## config.mk

```make
export PLATFORM = sky130hd
export DESIGN_NAME = ff_network_host
export DESIGN_NICKNAME = d
export VERILOG_FILES = /design/src/rtl/ff_net_pkg.sv /design/src/rtl/ff_host_rd_buf.sv /design/src/rtl/ff_network_host.sv
export SDC_FILE = /design/constraint.sdc
export NUM_CORES = 1
export LEC_CHECK = 0
export BUFFER_PORTS_ARGS = -buffer_cell sky130_fd_sc_hd__buf_2
export CAP_MARGIN = 40
export CELL_PAD_IN_SITES_DETAIL_PLACEMENT = 1
export CELL_PAD_IN_SITES_GLOBAL_PLACEMENT = 1
export CORE_MARGIN = 3
export CORE_UTILIZATION = 33
export CTS_BUF_LIST = sky130_fd_sc_hd__clkbuf_2 sky130_fd_sc_hd__clkbuf_4 sky130_fd_sc_hd__clkbuf_8
export CTS_CLUSTER_SIZE = 14
export DETAILED_ROUTE_END_ITERATION = 10
export GPL_ROUTABILITY_DRIVEN = 0
export GPL_TIMING_DRIVEN = 0
export HOLD_SLACK_MARGIN = 0.05
export PLACE_DENSITY = 0.88
export SYNTH_ARGS = -nofsm -noshare
export SYNTH_HDL_FRONTEND = slang
export SYNTH_SLANG_ARGS = --single-unit
```

## constraint.sdc

```tcl
create_clock -name clk -period 2.3 [get_ports clk]
set_input_delay 0.23 -clock clk [delete_from_list [all_inputs] [get_ports clk]]
set_output_delay 0.23 -clock clk [all_outputs]
set_load 0.005 [all_outputs]
```

## src/rtl/ff_net_pkg.sv

```systemverilog
// ---------------------------------------------------------------------------
// ff_net_pkg : FSM state encoding and address map shared by ff_network users
// Rev 1.0
// ---------------------------------------------------------------------------
`default_nettype none

package ff_net_pkg;

    localparam int LENGHT_I_DEF   = 32;
    localparam int LENGHT_MID_DEF = 8;
    localparam int LENGHT_O_DEF   = 2;

    function automatic int weight_words(input int li, input int lm, input int lo);
        return li * lm + lm * lo;
    endfunction

    // Default address map: weights, a gap word, inputs, a gap word, outputs.
    localparam int N_W    = weight_words(LENGHT_I_DEF, LENGHT_MID_DEF, LENGHT_O_DEF);
    localparam int I_BASE = N_W + 1;
    localparam int O_BASE = I_BASE + LENGHT_I_DEF + 1;

    typedef enum logic [2:0] {
        ST_IDLE = 3'd0,
        ST_WR_W = 3'd1,
        ST_WR_I = 3'd2,
        ST_WAIT = 3'd3,
        ST_RD   = 3'd4
    } host_state_e;

endpackage

`default_nettype wire

```

## src/rtl/ff_host_rd_buf.sv

```systemverilog
// ---------------------------------------------------------------------------
// ff_host_rd_buf : one-entry result buffer behind an RD_LAT read delay line
// Rev 1.0
// ---------------------------------------------------------------------------
`default_nettype none

module ff_host_rd_buf #(
    parameter int WIDTH  = 32,
    parameter int RD_LAT = 1
) (
    input  logic             clk,
    input  logic             reset,
    input  logic             issue,
    input  logic [WIDTH-1:0] rdata,
    output logic             m_valid,
    output logic [WIDTH-1:0] m_data,
    input  logic             m_ready,
    output logic             empty
);

    logic [RD_LAT-1:0] r_pend;
    logic              r_valid;
    logic [WIDTH-1:0]  r_data;

    always_ff @(posedge clk) begin
        if (reset) begin
            r_pend  <= '0;
            r_valid <= 1'b0;
            r_data  <= '0;
        end else begin
            r_pend <= (r_pend << 1) | RD_LAT'(issue);
            // Capture and drain never coincide: a read issues only when empty.
            if (r_pend[RD_LAT-1]) begin
                r_valid <= 1'b1;
                r_data  <= rdata;
            end else if (r_valid && m_ready) begin
                r_valid <= 1'b0;
                r_data  <= '0;
            end
        end
    end

    assign m_valid = r_valid;
    assign m_data  = r_data;
    assign empty   = !r_valid && (r_pend == '0);

endmodule

`default_nettype wire

```

## src/rtl/ff_network_host.sv

```systemverilog
// ---------------------------------------------------------------------------
// ff_network_host : bus master that loads ff_network and streams its results
// Rev 1.0
// ---------------------------------------------------------------------------
`default_nettype none

module ff_network_host
    import ff_net_pkg::*;
#(
    parameter int WIDTH      = 32,
    parameter int LENGHT_I   = LENGHT_I_DEF,
    parameter int LENGHT_MID = LENGHT_MID_DEF,
    parameter int LENGHT_O   = LENGHT_O_DEF,
    parameter int RD_LAT     = 1,
    parameter int TIMEOUT    = 4096,
    parameter int WIDTH_ADDR = $clog2(weight_words(LENGHT_I, LENGHT_MID, LENGHT_O)
                                      + LENGHT_I + LENGHT_O + 3)
) (
    input  logic                  clk,
    input  logic                  reset,
    input  logic                  start,
    input  logic                  load_w,
    input  logic                  s_valid,
    input  logic [WIDTH-1:0]      s_data,
    output logic                  s_ready,
    output logic                  m_valid,
    output logic [WIDTH-1:0]      m_data,
    input  logic                  m_ready,
    output logic                  read,
    output logic                  write,
    output logic [WIDTH_ADDR-1:0] address,
    output logic [WIDTH-1:0]      wdata,
    input  logic [WIDTH-1:0]      rdata,
    input  logic                  net_ready,
    input  logic                  net_down,
    output logic                  busy,
    output logic                  timeout
);

    localparam int c_n_w    = weight_words(LENGHT_I, LENGHT_MID, LENGHT_O);
    localparam int c_i_base = c_n_w + 1;
    localparam int c_o_base = c_i_base + LENGHT_I + 1;
    localparam int IDX_W    = $clog2(c_n_w + 1);
    localparam int WCNT_W   = $clog2(TIMEOUT + 1);

    host_state_e       r_state;
    host_state_e       w_next;
    logic [IDX_W-1:0]  r_idx;
    logic [WCNT_W-1:0] r_wait;
    logic              r_timeout;
    logic              w_wr_hs;
    logic              w_rd_issue;
    logic              w_rd_empty;
    logic              w_m_hs;
    logic              w_idx_inc;
    logic              w_idx_clr;
    logic              w_set_tmo;

    // Strobes are gated by reset so an abort takes effect in the same cycle.
    assign s_ready    = ((r_state == ST_WR_W) || (r_state == ST_WR_I)) && net_ready && !reset;
    assign w_wr_hs    = s_ready && s_valid;
    assign w_rd_issue = (r_state == ST_RD) && net_ready && w_rd_empty && !reset;
    assign w_m_hs     = m_valid && m_ready;

    assign write   = w_wr_hs;
    assign read    = w_rd_issue;
    assign wdata   = w_wr_hs ? s_data : '0;
    assign busy    = (r_state != ST_IDLE);
    assign timeout = r_timeout;

    always_ff @(posedge clk) begin
        if (reset) begin
            r_state <= ST_IDLE;
        end else begin
            r_state <= w_next;
        end
    end

    always_comb begin
        w_next    = r_state;
        w_idx_inc = 1'b0;
        w_idx_clr = 1'b0;
        w_set_tmo = 1'b0;
        address   = '0;
        case (r_state)
            ST_IDLE: begin
                if (start) begin
                    w_next    = load_w ? ST_WR_W : ST_WR_I;
                    w_idx_clr = 1'b1;
                end
            end
            ST_WR_W: begin
                address = WIDTH_ADDR'(r_idx);
                if (w_wr_hs) begin
                    if (r_idx == IDX_W'(c_n_w - 1)) begin
                        w_next    = ST_WR_I;
                        w_idx_clr = 1'b1;
                    end else begin
                        w_idx_inc = 1'b1;
                    end
                end
            end
            ST_WR_I: begin
                address = WIDTH_ADDR'(c_i_base) + WIDTH_ADDR'(r_idx);
                if (w_wr_hs) begin
                    if (r_idx == IDX_W'(LENGHT_I - 1)) begin
                        w_next    = ST_WAIT;
                        w_idx_clr = 1'b1;
                    end else begin
                        w_idx_inc = 1'b1;
                    end
                end
            end
            ST_WAIT: begin
                if (net_down) begin
                    w_next = ST_RD;
                end else if (r_wait == WCNT_W'(TIMEOUT - 1)) begin
                    w_next    = ST_IDLE;
                    w_set_tmo = 1'b1;
                end
            end
            ST_RD: begin
                // In RD the index counts delivered results, so it doubles as k.
                address = WIDTH_ADDR'(c_o_base) + WIDTH_ADDR'(r_idx);
                if (w_m_hs) begin
                    if (r_idx == IDX_W'(LENGHT_O - 1)) begin
                        w_next    = ST_IDLE;
                        w_idx_clr = 1'b1;
                    end else begin
                        w_idx_inc = 1'b1;
                    end
                end
            end
            default: w_next = ST_IDLE;
        endcase
    end

    always_ff @(posedge clk) begin
        if (reset) begin
            r_idx     <= '0;
            r_wait    <= '0;
            r_timeout <= 1'b0;
        end else begin
            if (w_idx_clr) begin
                r_idx <= '0;
            end else if (w_idx_inc) begin
                r_idx <= r_idx + 1'b1;
            end
            r_wait <= (r_state == ST_WAIT) ? r_wait + 1'b1 : '0;
            if ((r_state == ST_IDLE) && start) begin
                r_timeout <= 1'b0;
            end else if (w_set_tmo) begin
                r_timeout <= 1'b1;
            end
        end
    end

    ff_host_rd_buf #(
        .WIDTH  (WIDTH),
        .RD_LAT (RD_LAT)
    ) u_rd_buf (
        .clk     (clk),
        .reset   (reset),
        .issue   (w_rd_issue),
        .rdata   (rdata),
        .m_valid (m_valid),
        .m_data  (m_data),
        .m_ready (m_ready),
        .empty   (w_rd_empty)
    );

endmodule

`default_nettype wire

```

### Word level (Yosys, flattened, before mapping)

Index checks and enable logic that the tools add are counted.

* add/sub/neg operators: 4
* eq/ne operators: 16
* muxes and demuxes: 35
* bitwise operators: 2
* reduce and logical (&&, ||, !) cells: 19

Operators with widths (number)
* $mux W32: 3
* $mux W3: 9
* $pmux W9 S3: 1
* $add A9 B9 Y9 const A: 2
* $mux W1: 18
* $pmux W3 S5: 1
* $add A13 B1 Y13 const B: 1
* $eq A13 B12 Y1 const B: 1
* $add A9 B1 Y9 const B: 1
* $eq A9 B1 Y1 const B: 1
* $eq A9 B5 Y1 const B: 1
* $eq A9 B9 Y1 const B: 1
* $logic_and A1 B1 Y1: 9
* $ne A2 B2 Y1 const B: 4
* $reduce_and A8 Y1: 1
* $eq A3 B2 Y1 const B: 2
* $ne A2 B1 Y1 const B: 3
* $reduce_or A2 Y1: 3
* $pmux W1 S4: 1
* $eq A3 B1 Y1 const B: 1
* $eq A3 B3 Y1 const B: 1
* $logic_not A3 Y1: 1
* $ne A3 B3 Y1 const B: 1
* $pmux W1 S3: 1
* other kinds (6): 8

* flip-flop bits (word level): 60
* input port bits: 72
* output and inout port bits: 79
* logic and storage cells: 83

### Depth between registers and ports, before layout

Gate-level depths: netlist of run 1.

* depth in word-level cells: 8
* depth in mapped cells: 8
* gate-level depth less buffers: 7

### Cells and area by module

From an unflattened synthesis of run 1, not the netlist that was laid out.

* cells, all modules: 435
* area total of the unflattened synthesis: 3811.2 µm²

By module, submodules not included
* ff_network_host: instances 1, cells an instance 285, area an instance 2082.0 µm², seq. area each 520.5 µm²
* ff_host_rd_buf: instances 1, cells an instance 150, area an instance 1729.2 µm², seq. area each 680.7 µm²

### Least setup slack after synthesis of run 1

Ideal clock, no wire load.

* kind: flip-flop to flip-flop
* start: register r_state[0]
* end: register r_idx[7]
* setup time: 70 ps
* data arrival time: 1813 ps
* data required time: 2230 ps
* slack: 417 ps
* cell stages (with the launch flop): 8
* path buffers: 2
* period minus slack after synthesis: 1883 ps
* path through: dfxtp_1 > buf_6 > or3b_1 > buf_6 > a211oi_4 > o2111ai_2 > or3_1 > a21oi_1

* word-level cells in the longest chain between the ends: 8

RTL lines
* start, declared: line ff_network_host.sv:46 `host_state_e r_state;`
* start signal, assigned: line ff_network_host.sv:75 `r_state <= w_next;`
* $eq A3 B1 Y1 / $eq A3 B2 Y1 (equally long branches): line ff_network_host.sv:60, ff_network_host.sv:85
* $logic_or A1 B1 Y1: line ff_network_host.sv:60 `assign s_ready = ((r_state == ST_WR_W) || (r_state == ST_WR_I)) && net_ready && !reset;`
* $logic_and A1 B1 Y1 (2 in series): line ff_network_host.sv:60
* $logic_and A1 B1 Y1: line ff_network_host.sv:61 `assign w_wr_hs = s_ready && s_valid;`
* $mux W1 (on tied branches): line ff_network_host.sv:105, ff_network_host.sv:94
* $pmux W1 S4: line ff_network_host.sv:85 `case (r_state)`
* $reduce_or A2 Y1 (no source line)
* end signal, assigned: line ff_network_host.sv:147 `r_idx <= r_idx + 1'b1;`
* end, declared: line ff_network_host.sv:48 `logic [IDX_W-1:0] r_idx;`

Parallel ways exist; a longest one is shown, timed or not.
A chain may end at the register's enable or synchronous reset.

### Worst setup path after layout of run 1

* start: register r_idx[1]
* end: output address[7]

* word-level cells in the longest chain between the ends: 2

RTL lines
* $add A9 B9 Y9 (on tied branches): line ff_network_host.sv:124, ff_network_host.sv:104
* $pmux W9 S3 *: line ff_network_host.sv:85
* end, declared: line ff_network_host.sv:31 `output logic [WIDTH_ADDR-1:0] address,`

Mark *: on every way between the ends. The rest lies on a longest branch, timed or not.

==> reports/metrics.cfg, run 1 <==
[global_route]
globalRouteOverflowTotal = 0
grt_pass1_wl_mm = 18.7
gr-usage-met3_pct = 4.17
grt_max_degree = 12
groute.usage.overall_pct = 20.9
busiest_layer = met2
grt_pass1_vias = 3887
antenna_found_initial = 0
grt_util_met1_pct = 21.7
grtUsageMet2_pct = 41.3

[sta]
fin_skew_ns = 0.0124
final.period_utilization_pct = 96.4
setup_viol = 0
fmax_ghz = 0.451
drv_slew = 0
setup_tns_ns = 0
hold_viol = 0
maxSlewHeadroom_pct = 61.7
fin_crit_ns = 2.22
worstMarginPinSlew_ns = 0.571

[logic_synthesis]
yosys.area_share.simple_pct = 29.1
synth_top_family_by_area = simple AND/OR/NAND/NOR gates
synth_cells = 389
synth_compound_area_share_pct = 18.8
syn-cell-area_mm2 = 0.00315
yosysSeqAreaShare_pct = 38.1
synth.avg_cell_area_um2 = 8.11
synthArstFlopShare_pct = 0
synth_edf_count = 0
muxShareOfSynthArea_pct = 0.992
synthFlopType = dfxtp_1
ys_ff_latch = 60
synth_fa_ha_area_share_pct = 1.59
synth.distinct_cells = 47
synth_nets = 465
yosys.area_share.xor_xnor_pct = 6.66
yosys_warnings = 0

[die]
die_x_um = 104
core.rowCount = 35
die_y_um = 104
core_mm2 = 0.00928
io_pins = 151
design.die.area_mm2 = 0.0108
start_util_pct = 34.0

[clocking]
root_buffer = clkbuf_8
clock-sinks = 60
clockBufferDepth = 2
cts_tree = built
cts_htree_levels = 3
cts_buffers = 9
clkSlewWorstSetupHoldPaths_ns = 0.07
clk_latency_ns = 0.35

[final_layout]
multiInputGateArea_mm2 = 0.00187
final_common_cell = buf_2
fin_nets = 625
seq_area_mm2 = 0.00121
area_delta_synth_final_pct = 38.1
drive_gt1_share_pct = 35.4
num_antenna_cells = 0
layout_common_cells = buf_2 (154), nor2_1 (61), dfxtp_1 (57)
nFillCells = 1219

[worst_setup_path]
crit_type = flop to output port
critical-path-max-stage-delay_ns = 0.43
cp.required_ns = 2.07
end_kind = output port
crit_path_max_fanout = 7
worstPathCellList = ha_4 -> a31oi_1 -> or2_2 -> a22oi_1 -> a21o_1 -> o21ai_1 -> buf_2
crit_path_end = address[7]
crit_arrival_ns = 1.99
slowest_stage = dfxtp_2
critPathLaunch = r_idx[1]$_SDFFE_PP0P_
ff2ff_setup_slack_ns = 0.17
r2r_cells = 7
cpLargestDelayFamily = compound AO/OA/AOI/OAI gates
cp_num_buf_inv = 1
cp-start-kind = flop
r2r-end = r_idx[7]$_SDFFE_PP0P_
cp_num_cells = 7
r2r-start = r_state[2]$_SDFFE_PP0P_

[power_and_ir_drop]
powerDensity_mw_per_mm2 = 612
ir_drop_v = 0.000290
power.total_mw = 2.67
p_leak_nw = 2.00

[detailed_routing]
totalWireLength_mm = 11.7
drc = 0
drt_iter0_markers = 201
ant_nets = 0
avgRoutedWirePerCell_um = 17.1
vias_per_cell = 5.16
dr.pass1.iters = 4
via_count = 3525

[status]
status = completed

[min_path]
hold_path.class = input pin to flop
hp-start = rdata[24]

[placed_design]
port_buffers = 150
dp_hpwl_mm = 8.49

[job]
cap_violations = 0

## timing repair
action	in CTS	in global routing
cloned	0	0
hold buffers	0	0
pin swaps	1	2
setup endpoints to repair	43	40
buffers inserted	1	0
hold endpoints to repair	0	0
resized for setup	19	18
## cells by family after synthesis
logic type | Yosys count
multiplexers | 3
flip-flops | 60
AO/OA/AOI/OAI | 86
XOR/XNOR | 24
buffers and inverters | 34
adder cells (fa/ha/maj) | 4
AND/OR/NAND/NOR | 178
## state kept, by name, summed over array words and instances (netlist names)
register	count
r_idx	9
u_rd_buf.m_valid	1
r_state	3
timeout	1
u_rd_buf.r_pend	1
u_rd_buf.m_data	32
r_wait	13
## tightest hold or removal path: stages
cell and delay (ns):
buf_2 0.08, a22oi_1 0.07, nor2_1 0.07
## through the flow
stage / utilization (%) / cells / worst slack, ns / area [µm²] / hold slack [ns]
floorplan: - / 389 / 0.417 / 3150 / 0.384
global placement: 43.8 / 668 / 0.0452 / 4070 / 0.438
detailed placement: 43.8 / 668 / -0.00870 / 4070 / 0.451
CTS: 46.4 / 685 / 0.000355 / 4310 / 0.138
global route: 46.9 / 683 / -0.0331 / 4360 / 0.149
finish: 46.9 / 683 / 0.0836 / 4360 / 0.142
## worst min path at each step
stage	endpoint	slack, ns	cells past startpoint
final	u_rd_buf.m_data[24]$_SDFFE_PP0P_	0.14	3
after global routing	u_rd_buf.m_data[22]$_SDFFE_PP0P_	0.15	3
after floorplan	r_state[2]$_SDFFE_PP0P_	0.38	1
after CTS	u_rd_buf.m_data[22]$_SDFFE_PP0P_	0.14	3
after global placement	r_wait[0]$_SDFF_PP0_	0.44	1
after detailed placement	r_wait[0]$_SDFF_PP0_	0.45	1
## Yosys cell counts (2+ instances only)
cell type / count / area, µm²
inv_1: 3 / 11.3
buf_6: 2 / 22.5
buf_2: 3 / 15.0
and4_1: 2 / 17.5
dfxtp_1: 60 / 1200
or3b_1: 2 / 17.5
nor3b_1: 3 / 22.5
ha_1: 4 / 50.1
and2_1: 33 / 206
a21o_1: 2 / 15.0
o211ai_1: 2 / 15.0
nor4_1: 3 / 18.8
and3_1: 7 / 43.8
nand4_1: 5 / 31.3
buf_1: 2 / 7.51
mux2i_1: 2 / 20.0
a311oi_1: 2 / 17.5
xor2_1: 13 / 114
clkbuf_1: 23 / 86.3
or3_1: 5 / 31.3
a22oi_1: 36 / 270
nor2b_1: 11 / 68.8
nand3b_1: 2 / 15.0
a21oi_1: 15 / 75.1
a211o_1: 3 / 26.3
nand3_1: 8 / 40.0
nand2_1: 23 / 86.3
o21ai_1: 7 / 35.0
nor2_1: 61 / 229
o22ai_1: 2 / 12.5
xnor2_1: 11 / 96.3
o21ai_0: 10 / 50.1
nand2b_1: 6 / 37.5
nor3_1: 3 / 15.0
## layout make-up
cell class	count	area share, %
well taps	129	3.70
multi-input cells	295	43.0
inverters	3	0.258
clock buffers	10	3.02
flip-flops and latches	60	27.8
repair buffers	151	17.4
plain buffers	29	3.39
clock inverters	6	1.46
## metal layers
layer  routed length [µm]  vias to the layer above
met1                 4450                     1690
met4                  227                        0
met3                  627                       19
met2                 6410                      143
met5                    0                        -
li1                     -                     1673
## power breakdown
part	switching, mW	leakage (nW)	total (mW)	internal (mW)
logic	0.374	1.42	0.632	0.258
registers	0.00885	0.486	1.06	1.05
clock network	0.460	0.0961	0.972	0.512
total	0.843	2.00	2.67	1.82
Note: power is estimated with default switching activity, not from simulation.
==> inputs of run 2 (changes only) <==
==> constraint.sdc (replaced) <==
create_clock -name clk -period 2.3 [get_ports clk]
set_input_delay 0.46 -clock clk [delete_from_list [all_inputs] [get_ports clk]]
set_output_delay 0.46 -clock clk [all_outputs]
set_load 0.005 [all_outputs]
==> run 2 against run 1 <==
  * The flow now finishes with violations (negative setup slack)
  * Sequential share of layout area fell by 1.7 points
  * Worst setup slack got worse by 0.14 ns
  * Hold slack better by 0.23 ns
  * Global-route usage rose by 1.7 points
  * Clock skew increased by 0.0044 ns
  * Power is 5.9% higher
  * Core utilization increased by 3.7 points
  * Critical path type unchanged
  * Largest power group unchanged
  * Highest routed layer unchanged
==> reports/metrics.cfg, run 2 (synthesis results as in run 1) <==
[status]
status = finished with violations
violations = negative setup slack

[final_layout]
fin_nets = 641
final_common_cell = buf_2
layout_common_cells = buf_2 (150), nor2_1 (59), dfxtp_1 (52)
largest_reg_flops = 32
drive_gt1_share_pct = 41.2
area_delta_synth_final_pct = 49.0
utilization_pct = 50.6
nFillCells = 1173

[global_route]
grtUsageMet2_pct = 42.5
grt_pass1_vias = 4059
gr-usage-met3_pct = 5.11
groute.usage.overall_pct = 22.6
grt_util_met1_pct = 23.3
busiest_layer = met2
antenna_found_initial = 2
globalRouteOverflowTotal = 0
grt_pass1_wl_mm = 19.9
grt_max_degree = 12

[clocking]
cts_buffers = 9
clock-sinks = 60
cts_tree = built
clk_latency_ns = 0.35
cts_htree_levels = 3
root_buffer = clkbuf_8
clockBufferDepth = 2
holdBufCountCts = 0
clkSlewWorstSetupHoldPaths_ns = 0.08

[worst_setup_path]
cp.required_ns = 1.84
worstPathCellList = buf_6 -> buf_6 -> nand2b_1 -> o21ai_2 -> a21oi_1 -> o21ai_1 -> buf_2
crit_arrival_ns = 1.90
ff2ff_setup_slack_ns = 0.09
crit_type = flop to output port
end_kind = output port
crit_path_end = address[2]
r2r_cells = 7
crit_path_frequent_cell = buf_6
slowest_stage = dfxtp_1
r2r-start = r_state[2]$_SDFFE_PP0P_
r2r-end = r_idx[8]$_SDFFE_PP0P_
critical-path-max-stage-delay_ns = 0.35
crit_path_max_fanout = 10
cp-start-kind = flop
critPathLaunch = r_state[1]$_SDFFE_PP0P_

[power_and_ir_drop]
powerDensity_mw_per_mm2 = 601
comb_power_share_pct = 27.5
clock_power_share_pct = 34.9
switching_share_pct = 32.7
p_leak_nw = 2.13
ir_drop_v = 0.000269
internal-power_mw = 1.90
p_sw_uw = 924
power_frac_seq_pct = 37.6

[detailed_routing]
drt_iter0_markers = 256
via_count = 3730
totalWireLength_mm = 13.5
ant_nets = 0
dr.pass1.iters = 4
drc = 0
avgRoutedWirePerCell_um = 19.2
vias_per_cell = 5.32

[sta]
worstMarginPinSlew_ns = 0.489
maxSlewHeadroom_pct = 67.4
fmax_ghz = 0.424
rsz0062_at_grt = true
final.period_utilization_pct = 102
fin_crit_ns = 2.36
fin_skew_ns = 0.0167
postLayoutSetupSlackWorst_ns = -0.0562
hold_viol = 0
setup_viol = 1
drv_slew = 0

[die]
die_y_um = 104
core.rowCount = 35
io_pins = 151
die_x_um = 104
core_mm2 = 0.00928
start_util_pct = 34.0
design.die.area_mm2 = 0.0108

[min_path]
hold_path.class = input pin to flop
hp-start = rdata[24]
hold_depth = 3

[placed_design]
pre_cts_slack_ns = -0.261
port_buffers = 150
dp_hpwl_mm = 8.49

[job]
cap_violations = 0

run 2: cell types whose count changed in the layout (fill, tap and decap cells not counted), moves of 3 or more:
cell      before  now
clkbuf_1      14   10
dfxtp_4        2    5
buf_6          2    7
dfxtp_1       57   52
buf_4          3   21
buf_8          0    3
buf_2        154  150
run 2: power by group through the flow:
| stage | Combinational, mW | Clock [mW] | Sequential [mW] |
|---|---|---|---|
| final | 0.776 | 0.986 | 1.06 |
| after global routing | 0.827 | 1.04 | 1.06 |
| after CTS | 0.662 | 0.987 | 1.06 |
| after detailed placement | 0.584 | 0 | 1.09 |
| after global placement | 0.560 | 0 | 1.09 |
| after floorplan | 0.348 | 0 | 1.09 |
run 2: final cells by class:
class                      instances  area, µm²  share of cell area [%]
inverter                           3       11.3                   0.240
sequential                        60       1220                    26.0
antenna                            2       5.00                   0.106
clock buffer                      10        131                    2.80
multi-input combinational        295       2000                    42.5
buffer                            27        210                    4.47
clock inverter                     6       63.8                    1.36
timing repair buffer             169        893                    19.0
tap                              129        161                    3.43
run 2: through the flow:
| step | hold slack [ns] | TNS, ns | instances | area, µm² | total power [mW] |
|---|---|---|---|---|---|
| finish | 0.374 | -0.0562 | 701 | 4700 | 2.82 |
| global route | 0.383 | -0.163 | 701 | 4700 | 2.93 |
| CTS | 0.368 | -0.00984 | 692 | 4480 | 2.71 |
| detailed placement | 0.451 | -6.41 | 668 | 4070 | 1.67 |
| global placement | 0.438 | -4.65 | 668 | 4070 | 1.65 |
| floorplan | 0.426 | 0 | 389 | 3150 | 1.43 |
run 2: timing repair:
action                                 in CTS  in global routing
pin swaps                                   4                  8
resized for setup                          47                 48
buffers inserted                           10                  9
endpoints found under the hold margin       0                  0
setup endpoints to repair                  49                 51
run 2: worst min path at each step:
stage / end / slack (ns)
global placement: r_wait[0]$_SDFF_PP0_ / 0.44
detailed placement: r_wait[0]$_SDFF_PP0_ / 0.45
floorplan: r_wait[0]$_SDFF_PP0_ / 0.43
finish: u_rd_buf.m_data[24]$_SDFFE_PP0P_ / 0.37
global route: u_rd_buf.m_data[12]$_SDFFE_PP0P_ / 0.38
CTS: u_rd_buf.m_data[22]$_SDFFE_PP0P_ / 0.37
run 2: layer usage:
metal,vias to the layer above,share of wire [%]
met1,1808,38
met2,169,52
met3,44,5.0
li1,1709,-
met4,0,4.4
met5,-,0
run 2: critical path, delay by kind of cell, from the launching register on:
kind | cells | cell delay [ns]
buffers and inverters | 3 | 0.49
AOI/OAI and AO/OA | 3 | 0.55
and+or+nand+nor | 1 | 0.17
DFF | 1 | 0.35
==> inputs of run 3 (changes only) <==
ABC_AREA = 1   (was default)
CORE_UTILIZATION = 32   (was 33)
PLACE_DENSITY = 0.89   (was 0.88)
==> run 3 against run 2 <==
  * The run now ends clean
  * Routed wire length fell by 13%
  * Area after synthesis up 1.5%
  * Combinational power rose by 22%
  * Core utilization down 3.1 points
  * Register-to-register slack improved by 0.37 ns
  * Highest routed layer is now met5
  * Clock power up 9%
==> reports/metrics.cfg, run 3 <==
[min_path]
hold_depth = 3
hold_path.class = input pin to flop

[clocking]
clockBufferDepth = 2
clock-sinks = 60
clk_latency_ns = 0.33
root_buffer = clkbuf_8
cts_htree_levels = 3
holdBufCountCts = 0
cts_tree = built
cts_buffers = 9
clkSlewWorstSetupHoldPaths_ns = 0.08

[detailed_routing]
drc = 0
ant_nets = 0
avgRoutedWirePerCell_um = 14.8
drt_iter0_markers = 120
totalWireLength_mm = 11.7
dr.pass1.iters = 4
via_count = 3879
vias_per_cell = 4.90

[worst_setup_path]
cp.required_ns = 1.84
end_kind = output port
r2r-start = r_idx[1]$_SDFFE_PP0P_
ff2ff_setup_slack_ns = 0.46
crit_path_end = address[7]
crit_arrival_ns = 1.74
worstPathCellList = ha_4 -> nand2_2 -> nor2_4 -> inv_1 -> nand2_1 -> nand2_1 -> o21ai_1 -> o221ai_1 -> buf_2
cp-start-kind = flop
cp_num_buf_inv = 2
slowest_stage = dfxtp_4
critical-path-max-stage-delay_ns = 0.39
cp_num_cells = 9
crit_type = flop to output port
crit_path_frequent_cell = nand2_1
r2r-end = r_idx[1]$_SDFFE_PP0P_
critPathLaunch = r_idx[1]$_SDFFE_PP0P_
crit_path_max_fanout = 4
cpLargestDelayFamily = simple AND/OR/NAND/NOR gates
r2r_cells = 8

[power_and_ir_drop]
p_sw_mw = 1.12
powerDensity_mw_per_mm2 = 707
comb_power_share_pct = 29.8
internal-power_mw = 2.06
ir_drop_v = 0.000365
power.total_mw = 3.17
switching_share_pct = 35.2
clock_power_share_pct = 33.6
p_leak_nw = 2.16
power_frac_seq_pct = 36.6

[final_layout]
drive_gt1_share_pct = 31.9
largest_reg_flops = 32
fin_nets = 733
final_common_cell = buf_2
area_delta_synth_final_pct = 40.3
layout_common_cells = buf_2 (150), nand2_1 (92), inv_1 (69)
final_area_mm2 = 0.00449
num_antenna_cells = 0

[die]
io_pins = 151
design.die.area_mm2 = 0.0112
die_x_um = 106
core.rowCount = 35
start_util_pct = 33.8
die_y_um = 106
core_mm2 = 0.00946

[logic_synthesis]
synth_edf_count = 0
synth.distinct_cells = 33
synth_top_cells_by_area = dfxtp_1 (38%), nand2_1 (11%), inv_1 (8.3%)
yosysTopAreaCell = dfxtp_1
synthFlopType = dfxtp_1
yosys_warnings = 0
netlist.area_leader.share_pct = 37.5
ys_ff_latch = 60
synthArstFlopShare_pct = 0
synth_cells = 490
synthTopCellsByCount = nand2_1 (95), inv_1 (71), nor2_1 (68)
synth_nets = 566
yosysSeqAreaShare_pct = 37.5
syn-cell-area_mm2 = 0.00320
synthMostInstantiatedCell = nand2_1
synth.avg_cell_area_um2 = 6.53

[global_route]
grt_max_degree = 12
groute.usage.overall_pct = 20.1
globalRouteOverflowTotal = 0
grt_pass1_wl_mm = 18.7
antenna_found_initial = 1
grt_pass1_vias = 3935

[sta]
setup_viol = 0
drv_slew = 0
worstMarginPinSlew_ns = 0.477
hold_viol = 0
fin_hold_ws_ns = 0.368
fmax_ghz = 0.455
fin_skew_ns = 0.0118
final.period_utilization_pct = 95.5
fin_crit_ns = 2.20
maxSlewHeadroom_pct = 68.1
setup_tns_ns = 0

[placed_design]
port_buffers = 149
dp_hpwl_mm = 9.03
placed_cell_area_mm2 = 0.00411

[status]
status = completed

[job]
cap_violations = 0

-- run 3: cell types whose count changed after synthesis, sizes merged, moves of 6 or more --
| cell | previous run | this run |
|---|---|---|
| inv | 3 | 75 |
| nor2 | 61 | 69 |
| nand3 | 8 | 56 |
| nand2b | 6 | 0 |
| a22oi | 36 | 0 |
| nor2b | 11 | 0 |
| a21oi | 15 | 53 |
| xnor2 | 11 | 0 |
| and2 | 33 | 0 |
| nand2 | 23 | 100 |
| clkbuf | 23 | 13 |
| xor2 | 13 | 6 |
| and3 | 7 | 0 |
-- run 3: routing by layer --
metal	vias to the layer above	wire (µm)	track usage [%]
li1	1917	-	-
met1	1788	4680	21.8
met2	155	5770	37.7
met3	17	1110	6.98
met4	2	161	4.35
met5	-	13	0
-- run 3: timing repair --
action,4_1_cts,5_1_grt
resized for setup,14,28
setup endpoints to repair,35,36
setup buffers,0,7
-- run 3: area by class of cell --
type / count / area (µm²)
multi-input cells: 337 / 1720
clock buffers: 10 / 131
well taps: 129 / 161
flip-flops and latches: 60 / 1220
clock inverters: 6 / 88.8
inverters: 76 / 290
repair buffers: 156 / 798
plain buffers: 17 / 80.1
fillers: 1294 / 4970
-- run 3: power groups by stage --
stage | clock (mW) | combinational (mW) | sequential [mW]
global route | 1.14 | 1.07 | 1.17
detailed placement | 0 | 0.904 | 1.17
floorplan | 0 | 0.547 | 1.16
finish | 1.07 | 0.945 | 1.16
global placement | 0 | 0.857 | 1.16
CTS | 1.09 | 0.935 | 1.15
-- run 3: through the flow --
step	worst slack (ns)	util [%]	cells
detailed placement	0.108	43.4	768
global route	-0.0146	47.5	791
finish	0.103	47.5	791
global placement	0.162	43.4	768
floorplan	0.535	-	490
CTS	-0.0274	46.2	784
-- run 3: cell families (layout without fill, tap and decap cells) --
kind of cell | Yosys count | after routing | synth area share, %
simple gates | 243 | 243 | 34.1
buf+inv | 93 | 265 | 10.9
compound gates | 84 | 84 | 14.3
flops | 60 | 60 | 37.5
xor+xnor | 6 | 6 | 1.64
fa+ha+maj | 4 | 4 | 1.56
-- run 3: worst reg2reg max path, delay by kind of cell (launching register included) --
kind            cells  cell delay, ns
simple gates        5            0.63
fa+ha+maj           1            0.16
flops               1            0.39
compound gates      2            0.52
-- run 3: how the worst min path moves through the flow --
stage / end / from / slack, ns
final: u_rd_buf.m_data[30]$_SDFFE_PP0P_ / rdata[30] / 0.37
after global routing: u_rd_buf.m_data[3]$_SDFFE_PP0P_ / rdata[3] / 0.36
after CTS: u_rd_buf.m_data[21]$_SDFFE_PP0P_ / rdata[21] / 0.36
after detailed placement: r_wait[0]$_SDFF_PP0_ / r_wait[0]$_SDFF_PP0_ / 0.44
after floorplan: r_wait[0]$_SDFF_PP0_ / r_wait[0]$_SDFF_PP0_ / 0.42
after global placement: r_wait[0]$_SDFF_PP0_ / r_wait[0]$_SDFF_PP0_ / 0.43
